[config.mk]
export PLATFORM = sky130hd
export DESIGN_NAME = tx_port_event_writer_256
export DESIGN_NICKNAME = d
export VERILOG_FILES = /design/src/rtl/tx_port_event_writer_256.sv
export SDC_FILE = /design/constraint.sdc
export NUM_CORES = 1
export LEC_CHECK = 0
export ABC_AREA = 1
export BUFFER_PORTS_ARGS = -buffer_cell sky130_fd_sc_hd__buf_2
export CORE_AREA = 2 2 230 232
export CTS_CLUSTER_DIAMETER = 120
export DETAILED_ROUTE_END_ITERATION = 6
export DIE_AREA = 0 0 232 234
export PLACE_DENSITY = 0.66
export SYNTH_ARGS = -nofsm -noshare
export SYNTH_HDL_FRONTEND = slang
export SYNTH_SLANG_ARGS = --single-unit
[constraint.sdc]
create_clock -name CLK -period 3.1 [get_ports CLK]
set_input_delay 0.62 -clock CLK [delete_from_list [all_inputs] [get_ports CLK]]
set_output_delay 0.62 -clock CLK [all_outputs]
set_load 0.05 [all_outputs]
[src/rtl/tx_port_event_writer_256.sv]
`default_nettype none
// ============================================================================
// Module      : tx_port_event_writer_256
// Description : Turns a user TX transaction (open / payload / close) into a
//               stream of 257-bit words for an event FIFO. Bit 256 tags the
//               word as an event (1) or payload (0). Two open events carry
//               the latched LEN/OFF/LAST, payload beats follow, and two close
//               events carry the final 32-bit word count.
// Revision    : 1.0 - initial release
// ============================================================================
module tx_port_event_writer_256 #(
    // Payload width in bits; the event word layout assumes 256.
    parameter int C_DATA_WIDTH = 256
) (
    input  logic                    CLK,
    input  logic                    RST,
    input  logic                    CHNL_TX,
    output logic                    CHNL_TX_ACK,
    input  logic                    CHNL_TX_LAST,
    input  logic [31:0]             CHNL_TX_LEN,
    input  logic [30:0]             CHNL_TX_OFF,
    input  logic [C_DATA_WIDTH-1:0] CHNL_TX_DATA,
    input  logic                    CHNL_TX_DATA_VALID,
    output logic                    CHNL_TX_DATA_REN,
    output logic [C_DATA_WIDTH:0]   EVT_DATA,
    output logic                    EVT_DATA_WR_EN,
    input  logic                    EVT_DATA_AFULL
);

    // ------------------------------------------------------------------
    // One-hot state encoding
    // ------------------------------------------------------------------
    localparam logic [6:0] c_S_IDLE    = 7'b000_0001;
    localparam logic [6:0] c_S_OPEN_0  = 7'b000_0010;
    localparam logic [6:0] c_S_OPEN_1  = 7'b000_0100;
    localparam logic [6:0] c_S_ACK     = 7'b000_1000;
    localparam logic [6:0] c_S_DATA    = 7'b001_0000;
    localparam logic [6:0] c_S_CLOSE_0 = 7'b010_0000;
    localparam logic [6:0] c_S_CLOSE_1 = 7'b100_0000;

    // Words advanced per accepted 256-bit beat (32-bit words).
    localparam logic [31:0] c_WORDS_PER_BEAT = 32'd8;

    // ------------------------------------------------------------------
    // Registers
    // ------------------------------------------------------------------
    logic [6:0]              r_state;
    logic [31:0]             r_len;
    logic [30:0]             r_off;
    logic                    r_last;
    logic [31:0]             r_count;
    logic [C_DATA_WIDTH:0]   r_evt_data;
    logic                    r_evt_wr_en;

    // ------------------------------------------------------------------
    // Combinational decisions
    // ------------------------------------------------------------------
    logic [6:0]              w_state_nxt;
    logic                    w_capture;
    logic                    w_ack;
    logic                    w_ren;
    logic                    w_beat;
    logic                    w_cnt_clr;
    logic                    w_wr;
    logic [C_DATA_WIDTH:0]   w_wdata;
    logic [C_DATA_WIDTH:0]   w_open_word;
    logic [C_DATA_WIDTH:0]   w_close_word;
    logic                    w_room;

    // Event word images built from the latched parameters / live counter.
    assign w_open_word  = {1'b1, {(C_DATA_WIDTH-64){1'b0}}, r_len, r_off, r_last};
    assign w_close_word = {1'b1, {(C_DATA_WIDTH-32){1'b0}}, r_count};

    // The FIFO may take a word this cycle only while it is not almost full.
    assign w_room = ~EVT_DATA_AFULL;

    // State register: asynchronous reset abandons any transaction in flight.
    always_ff @(posedge CLK or negedge RST) begin
        if (!RST) begin
            r_state <= c_S_IDLE;
        end else begin
            r_state <= w_state_nxt;
        end
    end

    // Next-state logic.
    always_comb begin
        w_state_nxt = r_state;
        case (r_state)
            c_S_IDLE: begin
                if (CHNL_TX) begin
                    w_state_nxt = c_S_OPEN_0;
                end
            end
            c_S_OPEN_0: begin
                if (w_room) begin
                    w_state_nxt = c_S_OPEN_1;
                end
            end
            c_S_OPEN_1: begin
                if (w_room) begin
                    w_state_nxt = c_S_ACK;
                end
            end
            c_S_ACK: begin
                // Always a single cycle, even if CHNL_TX has already dropped.
                w_state_nxt = c_S_DATA;
            end
            c_S_DATA: begin
                if (!CHNL_TX) begin
                    w_state_nxt = c_S_CLOSE_0;
                end
            end
            c_S_CLOSE_0: begin
                if (w_room) begin
                    w_state_nxt = c_S_CLOSE_1;
                end
            end
            c_S_CLOSE_1: begin
                if (w_room) begin
                    w_state_nxt = c_S_IDLE;
                end
            end
            default: begin
                // Any non-one-hot value recovers to IDLE.
                w_state_nxt = c_S_IDLE;
            end
        endcase
    end

    // Output / write-decision logic for the current state.
    always_comb begin
        w_capture = 1'b0;
        w_ack     = 1'b0;
        w_ren     = 1'b0;
        w_cnt_clr = 1'b0;
        w_wr      = 1'b0;
        w_wdata   = '0;
        case (r_state)
            c_S_IDLE: begin
                w_capture = CHNL_TX;
            end
            c_S_OPEN_0, c_S_OPEN_1: begin
                w_wr    = w_room;
                w_wdata = w_open_word;
            end
            c_S_ACK: begin
                w_ack     = 1'b1;
                w_cnt_clr = 1'b1;
            end
            c_S_DATA: begin
                // Stop reading once the requested length has been covered;
                // with LEN = 0 this is never true.
                w_ren   = w_room & (r_count < r_len);
                w_wr    = w_ren & CHNL_TX_DATA_VALID;
                w_wdata = {1'b0, CHNL_TX_DATA};
            end
            c_S_CLOSE_0, c_S_CLOSE_1: begin
                w_wr    = w_room;
                w_wdata = w_close_word;
            end
            default: begin
                w_wr = 1'b0;
            end
        endcase
    end

    // A beat is consumed only on the REN/VALID handshake.
    assign w_beat = w_ren & CHNL_TX_DATA_VALID;

    // Transaction parameters are sampled once per transaction, in IDLE.
    always_ff @(posedge CLK or negedge RST) begin
        if (!RST) begin
            r_len  <= '0;
            r_off  <= '0;
            r_last <= 1'b0;
        end else if (w_capture) begin
            r_len  <= CHNL_TX_LEN;
            r_off  <= CHNL_TX_OFF;
            r_last <= CHNL_TX_LAST;
        end
    end

    // Word counter: cleared on ACK, advanced by one beat's worth of words.
    always_ff @(posedge CLK or negedge RST) begin
        if (!RST) begin
            r_count <= '0;
        end else if (w_cnt_clr) begin
            r_count <= '0;
        end else if (w_beat) begin
            r_count <= r_count + c_WORDS_PER_BEAT;
        end
    end

    // FIFO write port is registered: strobe appears one cycle after the decision.
    always_ff @(posedge CLK or negedge RST) begin
        if (!RST) begin
            r_evt_wr_en <= 1'b0;
            r_evt_data  <= '0;
        end else begin
            r_evt_wr_en <= w_wr;
            if (w_wr) begin
                r_evt_data <= w_wdata;
            end
        end
    end

    assign CHNL_TX_ACK      = w_ack;
    assign CHNL_TX_DATA_REN = w_ren;
    assign EVT_DATA         = r_evt_data;
    assign EVT_DATA_WR_EN   = r_evt_wr_en;

endmodule
`default_nettype wire

==> results.py <==
metrics = {
    "worst_setup_path": {
        "critPathLaunchType": "flip-flop",
        "slowest_delay_ns": 0.57,
        "crit_path_start": "r_count[23]",
        "worstPathArrival_ns": 2.33,
        "crit_top_cell": "nand2_1",
        "crit_type": "flip-flop to output pin",
        "required_ns": 2.48,
        "critPathMaxFanout": 7,
        "end_kind": "output pin",
        "r2r_start": "r_count[23]",
        "cp_cell_sequence": "ha_1, a21o_1, nor2_1, nand2_1, inv_1, nand2_1, a21oi_2, buf_6",
        "critPathSlowestCell": "dfrtp_1",
    },
    "timing": {
        "worst_pin_slew_ns": 1.05,
        "finalClockSkew_ns": 0.0266,
        "hold_viol": 0,
        "finalSetupViolCount": 0,
        "fin_crit_sh_pct": 95.0,
        "period_needed_ns": 2.95,
        "setup_tns_ns": 0,
        "drv_slew": 0,
        "rsz0062_at_grt": "false",
        "slew_headroom_pct": 30.1,
        "max_freq_mhz": 339,
    },
    "clocking": {
        "cts.sinks": 358,
        "path_clk_slew_ns": 0.06,
        "cts_buffers": 43,
        "cts_setup_buffers": 0,
        "clk_latency_ns": 0.57,
        "clockRootBuffer": "clkbuf_16",
        "cts_tree": "done",
        "cts.path.max_buffers": 3,
        "htreeDepth": 2,
    },
    "power": {
        "p_per_area_nw_per_um2": 703,
        "vdd_drop_max_uv": 803,
        "cellLeakagePower_nw": 14.0,
    },
    "layout": {
        "areaGrowthSynthToFinish_pct": 28.6,
        "drive_above_1_share_pct": 25.7,
        "final_area_um2": 23200,
        "multi_input_area_um2": 7330,
        "fillers": 5321,
        "layout_common_cells": "nand2_1 (720), buf_2 (582), dfrtp_1 (352)",
        "final_common_cell": "nand2_1",
        "fin_cells": 3611,
        "nets": 3238,
        "final_util_pct": 44.6,
        "seq_area_um2": 8970,
    },
    "synthesis": {
        "synthesis.area_um2": 18100,
        "synth_top_area_share_pct": 49.5,
        "ys_seq_area_share_pct": 49.6,
        "synth_area_per_cell_um2": 7.65,
        "yosys_warnings": 0,
        "ys_ff_latch": 358,
        "synth_cell_type_count": 33,
        "yosys-top-cells-area": "dfrtp_1 (49%), nand2_1 (15%), nand3_1 (8.4%), nor2_1 (6.0%), inv_1 (5.8%)",
        "syn_inst": 2361,
        "yosysTopAreaCell": "dfrtp_1",
        "synth.net_count": 2716,
    },
    "grt": {
        "track_usage_pct": 21.2,
        "grt_pass1_vias": 16200,
        "grt_pass1_wl_um": 90600,
        "grt-ovfl-total": 0,
        "grt_max_degree": 193,
        "antenna_found_initial": 7,
    },
    "routing": {
        "drc": 0,
        "wirelength_um": 59500,
        "wl_per_cell_um": 16.5,
        "vias": 17100,
        "final_antenna_net_count": 0,
        "drt_iter0_drc": 1091,
        "routed_via_density": 4.74,
        "dr.pass1.iters": 5,
    },
    "die": {
        "placementRows": 84,
        "start_util_pct": 34.7,
        "io_pins": 585,
        "dieArea_um2": 54300,
        "die_x_um": 232,
        "core-area_um2": 52000,
        "fp.dieH_um": 234,
    },
    "place": {
        "gp_congestion": 0.929,
        "dpl-instance-area_um2": 21600,
        "placedCellCount": 3525,
        "numPortBuffers": 584,
        "dp_hpwl_um": 42000,
    },
    "hold_path": {
        "hp-class": "input port to flip-flop",
        "worstHoldStart": "CHNL_TX_LEN[0]",
    },
    "job": {
        "maxCapViolations": 0,
    },
    "status": {
        "status": "finished, final reports clean",
    },
}
cells by family after synthesis:
| group | after synthesis | synth area share (%) |
|---|---|---|
| simple gates | 1355 | 30.8 |
| mux | 33 | 2.06 |
| xor+xnor | 21 | 1.02 |
| fa+ha+maj | 30 | 2.08 |
| flops | 358 | 49.6 |
| compound gates | 134 | 4.22 |
| buf+inv | 430 | 10.2 |
routing by layer:
layer / routed length [um] / vias up / track usage (%)
met1: 25100 / 8063 / 27.6
met5: 41 / - / 0
met2: 28800 / 568 / 35.1
li1: - / 8383 / -
met3: 4010 / 99 / 4.43
met4: 1480 / 6 / 6.77
registers in the layout (all words and copies together) (netlist names):
name	cells
EVT_DATA	257
r_len	32
r_off	31
r_count	29
r_state	7
EVT_DATA_WR_EN	1
r_last	1
layout make-up:
class                      count  share of cell area (%)
sequential                   358                    38.6
multi-input combinational   1573                    31.6
timing repair buffer         619                    14.6
clock buffer                  55                    5.22
inverter                     288                    4.65
tap                          688                    3.71
clock inverter                24                    1.57
antenna                        6                  0.0646
synthesized netlist by cell type:
cell type and instances:
dfstp_2 1, nor3b_1 2, buf_1 8, nand2_2 4
nor4_1 4, buf_2 53, a22oi_1 26, nand3_1 302
buf_4 12, xor2_1 17, buf_6 15, inv_1 280
dfrtp_1 357, mux2_2 33, o211ai_1 3, nand2_1 721
inv_2 8, o21ai_0 47, nand4_1 10, nand3_2 1
o22ai_1 1, a22o_1 4, nor4_2 1, nor3_1 20
nor2_2 1, nor2_1 288, ha_1 30, a21o_1 1
nor4b_2 1, xnor2_1 4, clkbuf_1 54, o21ai_1 9
a21oi_1 43
power breakdown:
part / internal, mW / total [mW] / switching (mW)
Combinational: 1.33 / 4.86 / 3.53
Clock: 3.52 / 5.60 / 2.08
Sequential: 5.45 / 5.87 / 0.417
Total: 10.3 / 16.3 / 6.03
final timing paths:
kind,endpoint,slack (ns),cells past startpoint
max in group asynchronous,r_len[20],1.66,3
hold / removal,r_len[0],0.28,2
setup / recovery,CHNL_TX_DATA_REN,0.15,8
min in group asynchronous,EVT_DATA[254],0.57,2
setup reg to reg,EVT_DATA[184],0.43,13
hold reg to reg,EVT_DATA[59],0.50,2
critical path, delay by kind of cell (launching register included):
kind / cells / cell delay (ns)
buffers and inverters: 2 / 0.25
adders and majority gates: 1 / 0.32
and+or+nand+nor: 3 / 0.26
DFF: 1 / 0.57
AOI/OAI and AO/OA: 2 / 0.36
repair_timing:
item | CTS | global route
hold buffers | 1 | 0
setup endpoints to repair | 1 | 1
resized for setup | 1 | 7
endpoints found under the hold margin | 47 | 0
stage by stage:
step                      hold slack (ns)  setup slack [ns]  total power [mW]
final                               0.276             0.153              16.3
after global routing                0.238           0.00198              17.2
after CTS                           0.232            0.0582              16.5
after detailed placement            0.482             0.524              10.8
after global placement              0.483             0.513              10.8
after floorplan                     0.324             0.477              9.30
Power figures use the tool's default switching activity.
